`src/rtl/fb_pixel_writer_pkg.sv`:
```
// fb_pkg: frame geometry, the queued pixel record and the writer's run/clear state.
package fb_pkg;
    localparam int FB_WIDTH      = 160;
    localparam int FB_HEIGHT     = 120;
    localparam int FB_WORDS      = FB_WIDTH * FB_HEIGHT;
    localparam int FB_ADDRW      = 16;
    localparam int FB_COLOR_BITS = 9;

    typedef struct packed {
        logic [FB_ADDRW-1:0]      addr;
        logic [FB_COLOR_BITS-1:0] color;
    } pixel_t;

    typedef enum logic {RUN, CLEAR} wr_state_t;

    // Row-major word address y*160 + x, built from shifts and wrapping at 16 bits.
    function automatic logic [FB_ADDRW-1:0] pixelAddr(input logic [FB_ADDRW-1:0] x,
                                                      input logic [FB_ADDRW-1:0] y);
        return (y << 7) + (y << 5) + x;
    endfunction
endpackage

```
`src/rtl/fb_pixel_writer_if.sv`:
```
// fb_pixel_writer_if: scanner draw stream, clear control and framebuffer write port of the pixel writer.
interface fb_pixel_writer_if;
    import fb_pkg::*;

    logic [31:0]              Draw_X;
    logic [31:0]              Draw_Y;
    logic [31:0]              Draw_Color;
    logic                     Enable_Draw;
    logic                     write_allow;
    logic                     clear_req;
    logic [FB_COLOR_BITS-1:0] clear_color;
    logic                     fb_we;
    logic [FB_ADDRW-1:0]      fb_addr;
    logic [FB_COLOR_BITS-1:0] fb_data;
    logic                     clearing;
    logic                     clear_done;
    logic [15:0]              drop_count;
    logic [15:0]              clip_count;

    modport master (
        output Draw_X, Draw_Y, Draw_Color, Enable_Draw, write_allow, clear_req, clear_color,
        input  fb_we, fb_addr, fb_data, clearing, clear_done, drop_count, clip_count
    );

    modport slave (
        input  Draw_X, Draw_Y, Draw_Color, Enable_Draw, write_allow, clear_req, clear_color,
        output fb_we, fb_addr, fb_data, clearing, clear_done, drop_count, clip_count
    );
endinterface

```
`src/rtl/fb_pixel_writer_fifo.sv`:
```
// pixel_fifo: synchronous FIFO of pixel_t with flush; a push while full is taken only alongside a pop.
module pixel_fifo
    import fb_pkg::*;
#(
    parameter int DEPTH = 8
) (
    input  logic   clk,
    input  logic   reset,
    input  logic   push_i,
    input  pixel_t pushData_i,
    input  logic   pop_i,
    input  logic   flush_i,
    output pixel_t popData_o,
    output logic   full_o,
    output logic   empty_o
);
    localparam int PTRW = $clog2(DEPTH);
    localparam logic [PTRW:0] PTR_ONE = (PTRW+1)'(1);

    pixel_t        mem_q [DEPTH];
    logic [PTRW:0] wrPtr_q;
    logic [PTRW:0] rdPtr_q;
    logic          doPush;
    logic          doPop;

    // Pointers carry one wrap bit so full and empty are distinguishable.
    assign empty_o   = (wrPtr_q == rdPtr_q);
    assign full_o    = (wrPtr_q[PTRW] != rdPtr_q[PTRW]) &&
                       (wrPtr_q[PTRW-1:0] == rdPtr_q[PTRW-1:0]);
    assign doPop     = pop_i && !empty_o;
    assign doPush    = push_i && (!full_o || doPop);
    assign popData_o = mem_q[rdPtr_q[PTRW-1:0]];

    always_ff @(posedge clk) begin
        if (reset || flush_i) begin
            wrPtr_q <= '0;
            rdPtr_q <= '0;
        end else begin
            if (doPush) wrPtr_q <= wrPtr_q + PTR_ONE;
            if (doPop)  rdPtr_q <= rdPtr_q + PTR_ONE;
        end
    end

    always_ff @(posedge clk) begin
        if (doPush && !flush_i && !reset) mem_q[wrPtr_q[PTRW-1:0]] <= pushData_i;
    end
endmodule

```
`src/rtl/fb_pixel_writer.sv`:
```
// fb_pixel_writer: queues scanner pixels as framebuffer word writes and sweeps full-frame clears.
// Build macro FB_WRITER_CLIP_EN enables rejection of off-frame pixels and the clip counter.
module fb_pixel_writer
    import fb_pkg::*;
#(
    parameter int FIFO_DEPTH = 8
) (
    input  logic              clk,
    input  logic              reset,
    fb_pixel_writer_if.slave  bus
);
    localparam logic [FB_ADDRW-1:0] LAST_ADDR = FB_ADDRW'(FB_WORDS - 1);

    wr_state_t                state_q;
    logic                     s1Valid_q;
    pixel_t                   s1Pix_q;
    logic [FB_COLOR_BITS-1:0] clearColor_q;
    logic [FB_ADDRW-1:0]      sweep_q;
    logic                     sweepDone_q;
    logic                     fbWe_q;
    logic [FB_ADDRW-1:0]      fbAddr_q;
    logic [FB_COLOR_BITS-1:0] fbData_q;
    logic                     clearDone_q;
    logic [15:0]              dropCount_q;

    pixel_t                   pix_d;
    logic [FB_ADDRW-1:0]      pixAddr_d;
    pixel_t                   fifoHead;
    logic                     fifoFull;
    logic                     fifoEmpty;
    logic                     isRun;
    logic                     startClear;
    logic                     popEn;
    logic                     pushEn;
    logic                     dropEn;
    logic                     inFrame;
    logic                     captureEn;
    logic                     unusedBits;

`ifdef FB_WRITER_CLIP_EN
    logic [15:0] clipCount_q;
    logic        clipEn;

    assign inFrame    = (bus.Draw_X < FB_WIDTH) && (bus.Draw_Y < FB_HEIGHT);
    assign pixAddr_d  = pixelAddr(bus.Draw_X[15:0], bus.Draw_Y[15:0]);
    assign clipEn     = bus.Enable_Draw && isRun && !startClear && !inFrame;
    assign unusedBits = ^bus.Draw_Color[31:FB_COLOR_BITS];
    assign bus.clip_count = clipCount_q;

    always_ff @(posedge clk) begin
        if (reset) begin
            clipCount_q <= '0;
        end else if (clipEn && clipCount_q != 16'hFFFF) begin
            clipCount_q <= clipCount_q + 16'd1;
        end
    end
`else
    assign inFrame    = 1'b1;
    assign pixAddr_d  = pixelAddr({8'b0, bus.Draw_X[7:0]}, {9'b0, bus.Draw_Y[6:0]});
    assign unusedBits = ^{bus.Draw_X[31:8], bus.Draw_Y[31:7], bus.Draw_Color[31:FB_COLOR_BITS]};
    assign bus.clip_count = '0;
`endif

    // A clear request wins the cycle: nothing pops, the stage pixel and FIFO are discarded uncounted.
    assign isRun      = (state_q == RUN);
    assign startClear = isRun && bus.clear_req;
    assign popEn      = isRun && !startClear && !fifoEmpty && bus.write_allow;
    assign pushEn     = s1Valid_q && !startClear && (!fifoFull || popEn);
    assign dropEn     = s1Valid_q && !startClear && fifoFull && !popEn;
    assign captureEn  = bus.Enable_Draw && isRun && !startClear && inFrame;
    assign pix_d      = '{addr: pixAddr_d, color: bus.Draw_Color[FB_COLOR_BITS-1:0]};

    pixel_fifo #(.DEPTH(FIFO_DEPTH)) u_fifo (
        .clk        (clk),
        .reset      (reset),
        .push_i     (pushEn),
        .pushData_i (s1Pix_q),
        .pop_i      (popEn),
        .flush_i    (startClear),
        .popData_o  (fifoHead),
        .full_o     (fifoFull),
        .empty_o    (fifoEmpty)
    );

    always_ff @(posedge clk) begin
        if (reset) begin
            s1Valid_q   <= 1'b0;
            s1Pix_q     <= '0;
            dropCount_q <= '0;
        end else begin
            s1Valid_q <= captureEn;
            if (captureEn) s1Pix_q <= pix_d;
            if (dropEn && dropCount_q != 16'hFFFF) dropCount_q <= dropCount_q + 16'd1;
        end
    end

    // After the write to the last word, one extra cycle emits clear_done before RUN resumes.
    always_ff @(posedge clk) begin
        if (reset) begin
            state_q      <= RUN;
            clearColor_q <= '0;
            sweep_q      <= '0;
            sweepDone_q  <= 1'b0;
            fbWe_q       <= 1'b0;
            fbAddr_q     <= '0;
            fbData_q     <= '0;
            clearDone_q  <= 1'b0;
        end else begin
            fbWe_q      <= 1'b0;
            clearDone_q <= 1'b0;
            case (state_q)
                RUN: begin
                    if (bus.clear_req) begin
                        state_q      <= CLEAR;
                        clearColor_q <= bus.clear_color;
                        sweep_q      <= '0;
                        sweepDone_q  <= 1'b0;
                        fbAddr_q     <= '0;
                    end else if (popEn) begin
                        fbWe_q   <= 1'b1;
                        fbAddr_q <= fifoHead.addr;
                        fbData_q <= fifoHead.color;
                    end
                end
                CLEAR: begin
                    if (sweepDone_q) begin
                        state_q     <= RUN;
                        clearDone_q <= 1'b1;
                    end else if (bus.write_allow) begin
                        fbWe_q   <= 1'b1;
                        fbAddr_q <= sweep_q;
                        fbData_q <= clearColor_q;
                        sweep_q  <= sweep_q + 16'd1;
                        if (sweep_q == LAST_ADDR) sweepDone_q <= 1'b1;
                    end
                end
                default: state_q <= RUN;
            endcase
        end
    end

    assign bus.fb_we      = fbWe_q;
    assign bus.fb_addr    = fbAddr_q;
    assign bus.fb_data    = fbData_q;
    assign bus.clearing   = (state_q == CLEAR);
    assign bus.clear_done = clearDone_q;
    assign bus.drop_count = dropCount_q;
endmodule

```
`src/flat_wrapper.sv`:
```
// flat-port wrapper written by rule: the top's interface ports become plain ports
module fb_pixel_writer_flat import fb_pkg::*;
#(
    parameter int FIFO_DEPTH = 8
)
  (clk, reset, bus_Draw_X, bus_Draw_Y, bus_Draw_Color, bus_Enable_Draw, bus_write_allow, bus_clear_req, bus_clear_color, bus_fb_we, bus_fb_addr, bus_fb_data, bus_clearing, bus_clear_done, bus_drop_count, bus_clip_count);
  fb_pixel_writer_if bus_i ();
  input  logic clk;
  input  logic reset;
  input wire logic [$bits(bus_i.Draw_X)-1:0] bus_Draw_X;
  input wire logic [$bits(bus_i.Draw_Y)-1:0] bus_Draw_Y;
  input wire logic [$bits(bus_i.Draw_Color)-1:0] bus_Draw_Color;
  input wire logic [$bits(bus_i.Enable_Draw)-1:0] bus_Enable_Draw;
  input wire logic [$bits(bus_i.write_allow)-1:0] bus_write_allow;
  input wire logic [$bits(bus_i.clear_req)-1:0] bus_clear_req;
  input wire logic [$bits(bus_i.clear_color)-1:0] bus_clear_color;
  output wire logic [$bits(bus_i.fb_we)-1:0] bus_fb_we;
  output wire logic [$bits(bus_i.fb_addr)-1:0] bus_fb_addr;
  output wire logic [$bits(bus_i.fb_data)-1:0] bus_fb_data;
  output wire logic [$bits(bus_i.clearing)-1:0] bus_clearing;
  output wire logic [$bits(bus_i.clear_done)-1:0] bus_clear_done;
  output wire logic [$bits(bus_i.drop_count)-1:0] bus_drop_count;
  output wire logic [$bits(bus_i.clip_count)-1:0] bus_clip_count;
  assign bus_i.Draw_X = bus_Draw_X;
  assign bus_i.Draw_Y = bus_Draw_Y;
  assign bus_i.Draw_Color = bus_Draw_Color;
  assign bus_i.Enable_Draw = bus_Enable_Draw;
  assign bus_i.write_allow = bus_write_allow;
  assign bus_i.clear_req = bus_clear_req;
  assign bus_i.clear_color = bus_clear_color;
  assign bus_fb_we = bus_i.fb_we;
  assign bus_fb_addr = bus_i.fb_addr;
  assign bus_fb_data = bus_i.fb_data;
  assign bus_clearing = bus_i.clearing;
  assign bus_clear_done = bus_i.clear_done;
  assign bus_drop_count = bus_i.drop_count;
  assign bus_clip_count = bus_i.clip_count;
  fb_pixel_writer #(.FIFO_DEPTH(FIFO_DEPTH)) u_core (.clk(clk), .reset(reset), .bus(bus_i));
endmodule
```
`config.mk`:
```
export PLATFORM = sky130hd
export DESIGN_NAME = fb_pixel_writer_flat
export DESIGN_NICKNAME = d
export VERILOG_FILES = /design/src/rtl/fb_pixel_writer_pkg.sv /design/src/rtl/fb_pixel_writer_if.sv /design/src/rtl/fb_pixel_writer_fifo.sv /design/src/rtl/fb_pixel_writer.sv /design/src/flat_wrapper.sv
export SDC_FILE = /design/constraint.sdc
export NUM_CORES = 1
export LEC_CHECK = 0
export CAP_MARGIN = 5
export CORE_MARGIN = 8
export CORE_UTILIZATION = 55
export DETAILED_ROUTE_END_ITERATION = 8
export GPL_ROUTABILITY_DRIVEN = 0
export PLACE_DENSITY = 0.92
export SKIP_LAST_GASP = 1
export SLEW_MARGIN = 20
export SYNTH_ARGS = -nofsm -noshare
export SYNTH_HDL_FRONTEND = slang
export SYNTH_SLANG_ARGS = --single-unit
```
`constraint.sdc`:
```
create_clock -name clk -period 4.2 [get_ports clk]
set_clock_uncertainty 0.1 [all_clocks]
set_input_delay 0.63 -clock clk [delete_from_list [all_inputs] [get_ports clk]]
set_output_delay 0.63 -clock clk [all_outputs]
set_load 0.01 [all_outputs]
```
==> results of run 1 <==
[metal layers]
metal	part of all wire	track usage	wire, um	vias up
li1	-	-	-	3563
met1	0.38	0.257	11100	3981
met2	0.50	0.356	14800	440
met3	0.087	0.0367	2560	78
met4	0.034	0.0870	1010	0
met5	0	0	0	-
[area by class of cell]
cell class / instances / area share
Multi-Input combinational cell: 547 / 0.286
Clock buffer: 35 / 0.0556
Timing Repair Buffer: 96 / 0.0632
Inverter: 10 / 0.00255
Tap cell: 285 / 0.0242
Clock inverter: 17 / 0.0151
Sequential cell: 307 / 0.554
[stage by stage]
stage          total power [mW]  setup slack [ps]  instances  hold slack (ps)
2_1_floorplan              3.52               257        931              337
3_3_place_gp               3.61               767       1245              347
3_5_place_dp               3.63               633       1245              350
4_1_cts                    6.41               774       1297              370
5_1_grt                    6.56               632       1297              397
6_report                   6.40               752       1297              368
[Yosys cell counts (all sizes together), types with 4 or more instances]
library cell,count,area [um^2]
o2bb2ai,9,78.8
nor3b,4,30.0
or3,9,56.3
mux4,50,1130
nor2,73,274
nand3,18,95.1
xor2,7,61.3
a21oi,64,320
o22ai,4,25.0
nand2b,8,50.1
xnor2,19,211
nand2,84,315
nor2b,7,43.8
buf,36,230
o31ai,9,67.6
clkbuf,31,116
a211oi,6,45.0
or4,9,67.6
mux2i,43,430
edfxtp,200,6010
inv,10,37.5
o21ai,27,135
and3,7,43.8
nand4,10,62.6
dfxtp,107,2140
ha,12,150
nor3,11,55.1
[state kept, by name (all words and copies together), names as in the netlist, 4 cells and up, named ones only]
signal / count
u_core.bus.fb_addr: 16
u_core.bus.drop_count: 16
u_core.bus.fb_data: 9
u_core.s1Pix_q: 25
u_core.sweep_q: 16
u_core.u_fifo.wrPtr_q: 4
u_core.clearColor_q: 9
u_core.u_fifo.mem_q: 200
u_core.u_fifo.rdPtr_q: 4
[kinds of logic after synthesis]
group                    after synthesis
multiplexers                          95
flip-flops                           307
adder cells (fa/ha/maj)               14
other                                  1
AND/OR/NAND/NOR                      259
buffers and inverters                 77
XOR/XNOR                              26
AO/OA/AOI/OAI                        137
[power by group through the flow]
stage | clock, mW | sequential, mW | combinational [mW]
final | 2.83 | 3.29 | 0.284
after global placement | 0 | 3.35 | 0.270
after detailed placement | 0 | 3.35 | 0.277
after CTS | 2.84 | 3.29 | 0.283
after global routing | 2.96 | 3.29 | 0.311
after floorplan | 0 | 3.34 | 0.189
[cells in the final DEF, fill, tap and decap left out, types with 3 or more instances in the layout]
master           count
and3_1               7
or4_1                9
edfxtp_1           200
o211ai_1             3
xor2_1               7
nand2b_1             8
nor2_2               6
clkdlybuf4s50_1     80
clkinv_2             5
nor3_1               9
or3_1                9
xnor2_1             16
nor2_1              67
and4_1               3
ha_1                12
o21ai_0             26
o31ai_1              9
clkinvlp_4           3
buf_4               14
inv_1               10
nand3_1             17
clkbuf_8             5
bufinv_16            5
mux4_2              50
a211oi_1             6
clkbuf_16           30
mux2i_1             43
conb_1              16
dfxtp_1            105
nand4_1             10
or2_2                3
nor3b_1              3
o22ai_1              4
a21oi_1             64
nor2b_1              7
nand2_1             84
o2bb2ai_1            9
[path summary, 6_finish.rpt]
check                                         end                                start  slack [ps]  depth (start not counted)
min reg2reg   u_core.clearColor_q[6]$_SDFFE_PP0P_  u_core.clearColor_q[6]$_SDFFE_PP0P_         370                          2
max reg2reg  u_core.u_fifo.mem_q[0][19]$_DFFE_PP_       u_core.bus.clearing$_SDFF_PP0_         750                          7
min           u_core.clearColor_q[6]$_SDFFE_PP0P_  u_core.clearColor_q[6]$_SDFFE_PP0P_         370                          2
max          u_core.u_fifo.mem_q[0][19]$_DFFE_PP_       u_core.bus.clearing$_SDFF_PP0_         750                          7
[worst max-delay path, stage by stage, from the launching register on]
cell,delay [ps]
dfxtp_1,810
nand2b_1,190
buf_4,200
nand2_1,110
a21oi_1,380
or3b_2,600
nor3_2,230
buf_4,430
==> flow_summary.ini, run 1 <==
[pwr]
net-switching-power_mw = 1.35
power.density_nw_per_um2 = 434
combPwrFrac = 0.044
leakage_nw = 4.88
switching_share = 0.211
clockPowerShare = 0.442
internal_power_mw = 5.05
pwr-share-seq = 0.514
worst_ir_drop_vdd_v = 0.000238

[clock_network]
cts.sinks = 307
clkSlewWorstSetupHoldPaths_ps = 70
hold_buffers = 0
cts_tree = built
htree_levels = 1
clockBufferDepth = 3
ctsResizeCount = 0
clk_latency_ps = 550
cts_setup_buffers = 0
cts_buffers = 28
cts-root-buf = clkbuf_16

[layout]
num_antenna_cells = 0
drive_gt1_frac = 0.138
fillCellCount = 1462
multi_input_area_um2 = 4210
area_delta_synth_final_pct = 16.5
final_util = 0.651
ff_latch_area_um2 = 8160
design_area_um2 = 14700
final_nets = 1114

[global_route]
grt-ovfl-total = 0
grt_antenna_before_repair = 0
grt_pass1_wl_um = 45600
grt_max_degree = 51
grt_use_total = 0.208
grt_pass1_vias = 8050

[yosys]
synth.cell_area_um2 = 12600
yosysSeqAreaShare = 0.644
synth_top_family_by_area = multiplexers
synth-compound-area-share = 0.0654
synth.avg_cell_area_um2 = 13.8
yosys.area_share.xor_xnor = 0.0216
synthAdderAreaFrac = 0.0150
muxShareOfSynthArea = 0.125
synth_flop_cell = edfxtp_1
synth_edf_count = 200
synth_warnings = 0
synthSimpleGateAreaFrac = 0.0981
synth_seq_cells = 307
ys_types = 60
syn_inst = 916
async_reset_ff_frac = 0

[route]
first_pass_iters = 6
wl_per_cell_um = 22.7
ant_nets = 0
routed_wirelength_um = 29500
drc = 0
via_per_inst = 6.22
drt_first_iter_violations = 1103
vias = 8062

[sta]
hold_viol = 0
rsz0062_at_grt = false
finalMaxSlewViolations = 0
tns_ps = 0
finalCritPeriodShare = 0.821
period_needed_ps = 3450
relSlewSlack = 0.273
tightestPinTransition_ps = 1090
finalSetupViolCount = 0
max_freq_mhz = 290

[place]
place_area_um2 = 13700
dp_hpwl_um = 16900
portBuffers = 81

[worst_setup_path]
worstSetupStartpointType = register
cp.required_ps = 4290
cp-end-kind = register
crit_fanout = 25
cp.arrival_ps = 3540
worstSetupPathType = reg2reg

[run_status]
outcome = complete, no violations

[floorplan]
dieArea_um2 = 28100
die_x_um = 168
pin_count = 170
die_y_um = 168
initial_core_util = 0.558
core.rowCount = 55
coreArea_um2 = 22600

[min_path]
hp-class = reg2reg

[flow_run]
max_cap_violations = 0
No activity file was read; power rests on OpenSTA's default activity.
==> run 2, diff against run 1 <==
==> constraint.sdc (replaced) <==
create_clock -name clk -period 3.34 [get_ports clk]
set_clock_uncertainty 0.1 [all_clocks]
set_input_delay 0.501 -clock clk [delete_from_list [all_inputs] [get_ports clk]]
set_output_delay 0.501 -clock clk [all_outputs]
set_load 0.01 [all_outputs]
==> flow_summary.ini, run 2 (synthesis results as in run 1) <==
[run_status]
outcome = complete, no violations

[sta]
tightestPinTransition_ps = 992
rsz0062_at_grt = false
tns_ps = 0
relSlewSlack = 0.338
finalSetupViolCount = 0
max_freq_mhz = 336
period_needed_ps = 2980
hold_viol = 0
finalMaxSlewViolations = 0
finalCritPeriodShare = 0.891

[worst_setup_path]
crit_fanout = 14
cp-end-kind = register
worstSetupStartpointType = register
worstSetupPathType = reg2reg
reg2reg_slack_ps = 360
rr_startpoint = u_core.u_fifo.wrPtr_q[1]$_SDFFE_PP0N_
cp.arrival_ps = 3080
r2r-end = u_core.u_fifo.mem_q[4][12]$_DFFE_PP_
ff2ff_path_depth = 6
cp.required_ps = 3450

[global_route]
grt_use_total = 0.203
grt-ovfl-total = 0
grt_pass1_vias = 8260
grt_use_met2 = 0.356
grt_max_degree = 40
grt_antenna_before_repair = 0
met3_usage = 0.0348
grt_pass1_wl_um = 45000
busiest_layer = met2
use_met1 = 0.243

[clock_network]
htree_levels = 1
cts-root-buf = clkbuf_16
cts_buffers = 28
clk_latency_ps = 540
clockBufferDepth = 3
cts_tree = built
clkSlewWorstSetupHoldPaths_ps = 70
ctsResizeCount = 0
hold_buffers = 0
cts.sinks = 307
cts_setup_buffers = 0

[layout]
drive_gt1_frac = 0.148
fillCellCount = 1491
final_cell_mix = edfxtp_1 (200), dfxtp_1 (105), nand2_1 (84)
largest_reg_flops = 200
final_nets = 1134
ff_latch_area_um2 = 8150
multi_input_area_um2 = 4220
final_common_cell = edfxtp_1
area_delta_synth_final_pct = 16.9
num_antenna_cells = 0

[floorplan]
core.rowCount = 55
coreArea_um2 = 22600
dieArea_um2 = 28100
die_y_um = 168
pin_count = 170
initial_core_util = 0.558
die_x_um = 168

[min_path]
hp-class = reg2reg
hold_start = u_core.bus.fb_data[2]$_SDFFE_PP0P_
whs_path_depth = 1
hold_end = u_core.bus.fb_data[2]$_SDFFE_PP0P_

[route]
vias = 8004
routed_wirelength_um = 29000
ant_nets = 0
first_pass_iters = 8
via_per_inst = 6.08
wl_per_cell_um = 22.0
drt_first_iter_violations = 952
drc = 0

[flow_run]
max_cap_violations = 0

[place]
dp_hpwl_um = 18400
portBuffers = 81

[pwr]
leakage_nw = 4.93
worst_ir_drop_vdd_v = 0.000308
p_total_mw = 7.64
power.density_nw_per_um2 = 517
[run 2: how the worst max path moves through the flow]
stage                                          startpoint                                   end  slack (ps)  cells after the start
floorplan           u_core.u_fifo.wrPtr_q[1]$_SDFFE_PP0N_   u_core.u_fifo.mem_q[2][0]$_DFFE_PP_         170                      6
global placement                            bus_clear_req  u_core.u_fifo.mem_q[0][15]$_DFFE_PP_         250                      7
detailed placement                          bus_clear_req  u_core.u_fifo.mem_q[4][15]$_DFFE_PP_         190                      7
CTS                 u_core.u_fifo.wrPtr_q[1]$_SDFFE_PP0N_  u_core.u_fifo.mem_q[4][15]$_DFFE_PP_         390                      6
global route        u_core.u_fifo.wrPtr_q[1]$_SDFFE_PP0N_  u_core.u_fifo.mem_q[4][12]$_DFFE_PP_         250                      6
finish              u_core.u_fifo.wrPtr_q[1]$_SDFFE_PP0N_  u_core.u_fifo.mem_q[4][12]$_DFFE_PP_         360                      6
[run 2: cell type report]
| type | count | share of cell area |
|---|---|---|
| Tap cell | 285 | 0.0241 |
| Inverter | 10 | 0.00254 |
| Clock buffer | 40 | 0.0589 |
| Sequential cell | 307 | 0.552 |
| Multi-Input combinational cell | 547 | 0.286 |
| Clock inverter | 12 | 0.00389 |
| Timing Repair Buffer | 116 | 0.0731 |
[run 2: worst max-delay path: stages, from the launching register on]
cell,delay [ps]
dfxtp_1,680
xnor2_4,160
and3_1,230
a21oi_1,380
or3b_2,590
nor2_2,180
buf_4,310
[run 2: power breakdown]
group	leakage (nW)	switching [mW]	internal, mW
logic	1.68	0.212	0.158
registers	2.78	0.0537	4.07
clock network	0.463	1.34	1.81
[run 2: per-stage QoR]
stage,std cells,hold WS (ps),cell area (um^2),utilization,setup slack [ps]
global route,1317,398,14800,0.653,247
finish,1317,381,14800,0.653,365
floorplan,931,337,12700,-,175
detailed placement,1265,355,13900,0.612,186
CTS,1317,372,14800,0.653,391
global placement,1265,348,13900,0.612,248
[run 2: metal layers]
metal  up-vias  share of wire
met5         -              0
met4         0          0.036
met3        94          0.069
met2       366           0.50
met1      3951           0.39
li1       3593              -
==> run 3, diff against run 2 <==
--- a/config.mk
+++ b/config.mk
@@ -6,6 +6,7 @@
 export NUM_CORES = 1
 export LEC_CHECK = 0
 export CAP_MARGIN = 5
+export CORE_ASPECT_RATIO = 1.2
 export CORE_MARGIN = 8
 export CORE_UTILIZATION = 55
 export DETAILED_ROUTE_END_ITERATION = 8
==> flow_summary.ini, run 3 (synthesis results as in run 1) <==
[run_status]
outcome = complete, no violations

[clock_network]
clk_latency_ps = 520
clockBufferDepth = 3
cts_setup_buffers = 0
cts_tree = built
ctsResizeCount = 0
hold_buffers = 0
cts_buffers = 26
htree_levels = 1
cts.sinks = 307
clkSlewWorstSetupHoldPaths_ps = 70
cts-root-buf = clkbuf_16

[global_route]
grt_pass1_vias = 8242
use_met1 = 0.239
met3_usage = 0.0360
grt-ovfl-total = 0
grt_use_total = 0.203
grt_antenna_before_repair = 0
grt_use_met2 = 0.356
grt_max_degree = 42
busiest_layer = met2
grt_pass1_wl_um = 45000

[place]
dp_hpwl_um = 18100
portBuffers = 81
dp_slack_ps = 240
place_inst = 1253
place_area_um2 = 13900

[sta]
period_needed_ps = 2890
timing.hold.ws_ps = 380
rsz0062_at_grt = false
tightestPinTransition_ps = 815
finalCritPeriodShare = 0.865
finalSetupViolCount = 0
relSlewSlack = 0.456
finalMaxSlewViolations = 0
hold_viol = 0
layout_setup_ws_ps = 450
max_freq_mhz = 346
tns_ps = 0

[floorplan]
pin_count = 170
initial_core_util = 0.552
coreArea_um2 = 22900
die_x_um = 154
dieArea_um2 = 28100
die_y_um = 182
core.rowCount = 61

[layout]
fillCellCount = 1491
final_common_cell = edfxtp_1
final_cell_count_no_fill = 1301
final_nets = 1122
final_cell_mix = edfxtp_1 (200), dfxtp_1 (105), nand2_1 (84)
num_antenna_cells = 0
design_area_um2 = 14800
largest_reg_flops = 200
drive_gt1_frac = 0.139
area_delta_synth_final_pct = 16.9
final_util = 0.645

[worst_setup_path]
ff2ff_path_depth = 6
worstSetupStartpointType = register
cp.arrival_ps = 3010
worstSetupPathType = reg2reg
crit_fanout = 23
cp.required_ps = 3460
cp-end-kind = register

[route]
first_pass_iters = 6
routed_wirelength_um = 28900
wl_per_cell_um = 22.2
ant_nets = 0
drt_first_iter_violations = 586
vias = 8013
via_per_inst = 6.16
drc = 0

[pwr]
worst_ir_drop_vdd_v = 0.000329
power.density_nw_per_um2 = 520
switching_share = 0.212
clockPowerShare = 0.415
leakage_nw = 4.85
pwr-share-seq = 0.537
net-switching-power_mw = 1.63
internal_power_mw = 6.06
p_total_mw = 7.69
combPwrFrac = 0.048

[flow_run]
max_cap_violations = 0

[min_path]
whs_path_depth = 1
hp-class = reg2reg
[run 3: routing by layer]
metal	share of wire	vias up	wire [um]
met5	0	-	0
met4	0.039	0	1120
met3	0.070	89	2030
met2	0.51	404	14700
met1	0.38	3935	11100
li1	-	3585	-
[run 3: critical path: stages, from the launching register on]
cell	delay [ps]
dfxtp_1	750
xnor2_4	170
and3_1	210
a21oi_1	220
or3b_2	590
nor2_2	280
buf_12	250
[run 3: worst paths after layout]
check | to | slack [ps] | startpoint
worst max-delay path | u_core.u_fifo.mem_q[2][23]$_DFFE_PP_ | 450 | u_core.u_fifo.wrPtr_q[2]$_SDFFE_PP0N_
worst min register to register | u_core.bus.fb_data[6]$_SDFFE_PP0P_ | 380 | u_core.bus.fb_data[6]$_SDFFE_PP0P_
worst min-delay path | u_core.bus.fb_data[6]$_SDFFE_PP0P_ | 380 | u_core.bus.fb_data[6]$_SDFFE_PP0P_
worst max register to register | u_core.u_fifo.mem_q[2][23]$_DFFE_PP_ | 450 | u_core.u_fifo.wrPtr_q[2]$_SDFFE_PP0N_
[run 3: layout make-up]
cell class                 count  area [um^2]  share of cell area
clock inverter                15          196              0.0133
timing repair buffer         106         1110              0.0748
inverter                      10         37.5             0.00254
clock buffer                  33          708              0.0479
multi-input combinational    547         4220               0.286
sequential                   307         8150               0.552
tap                          283          354              0.0240
[run 3: power groups by stage]
stage | sequential, mW | combinational [mW] | clock [mW]
after floorplan | 4.19 | 0.237 | 0
after global placement | 4.20 | 0.353 | 0
after detailed placement | 4.21 | 0.363 | 0
after CTS | 4.12 | 0.367 | 3.21
after global routing | 4.13 | 0.406 | 3.35
final | 4.13 | 0.368 | 3.19
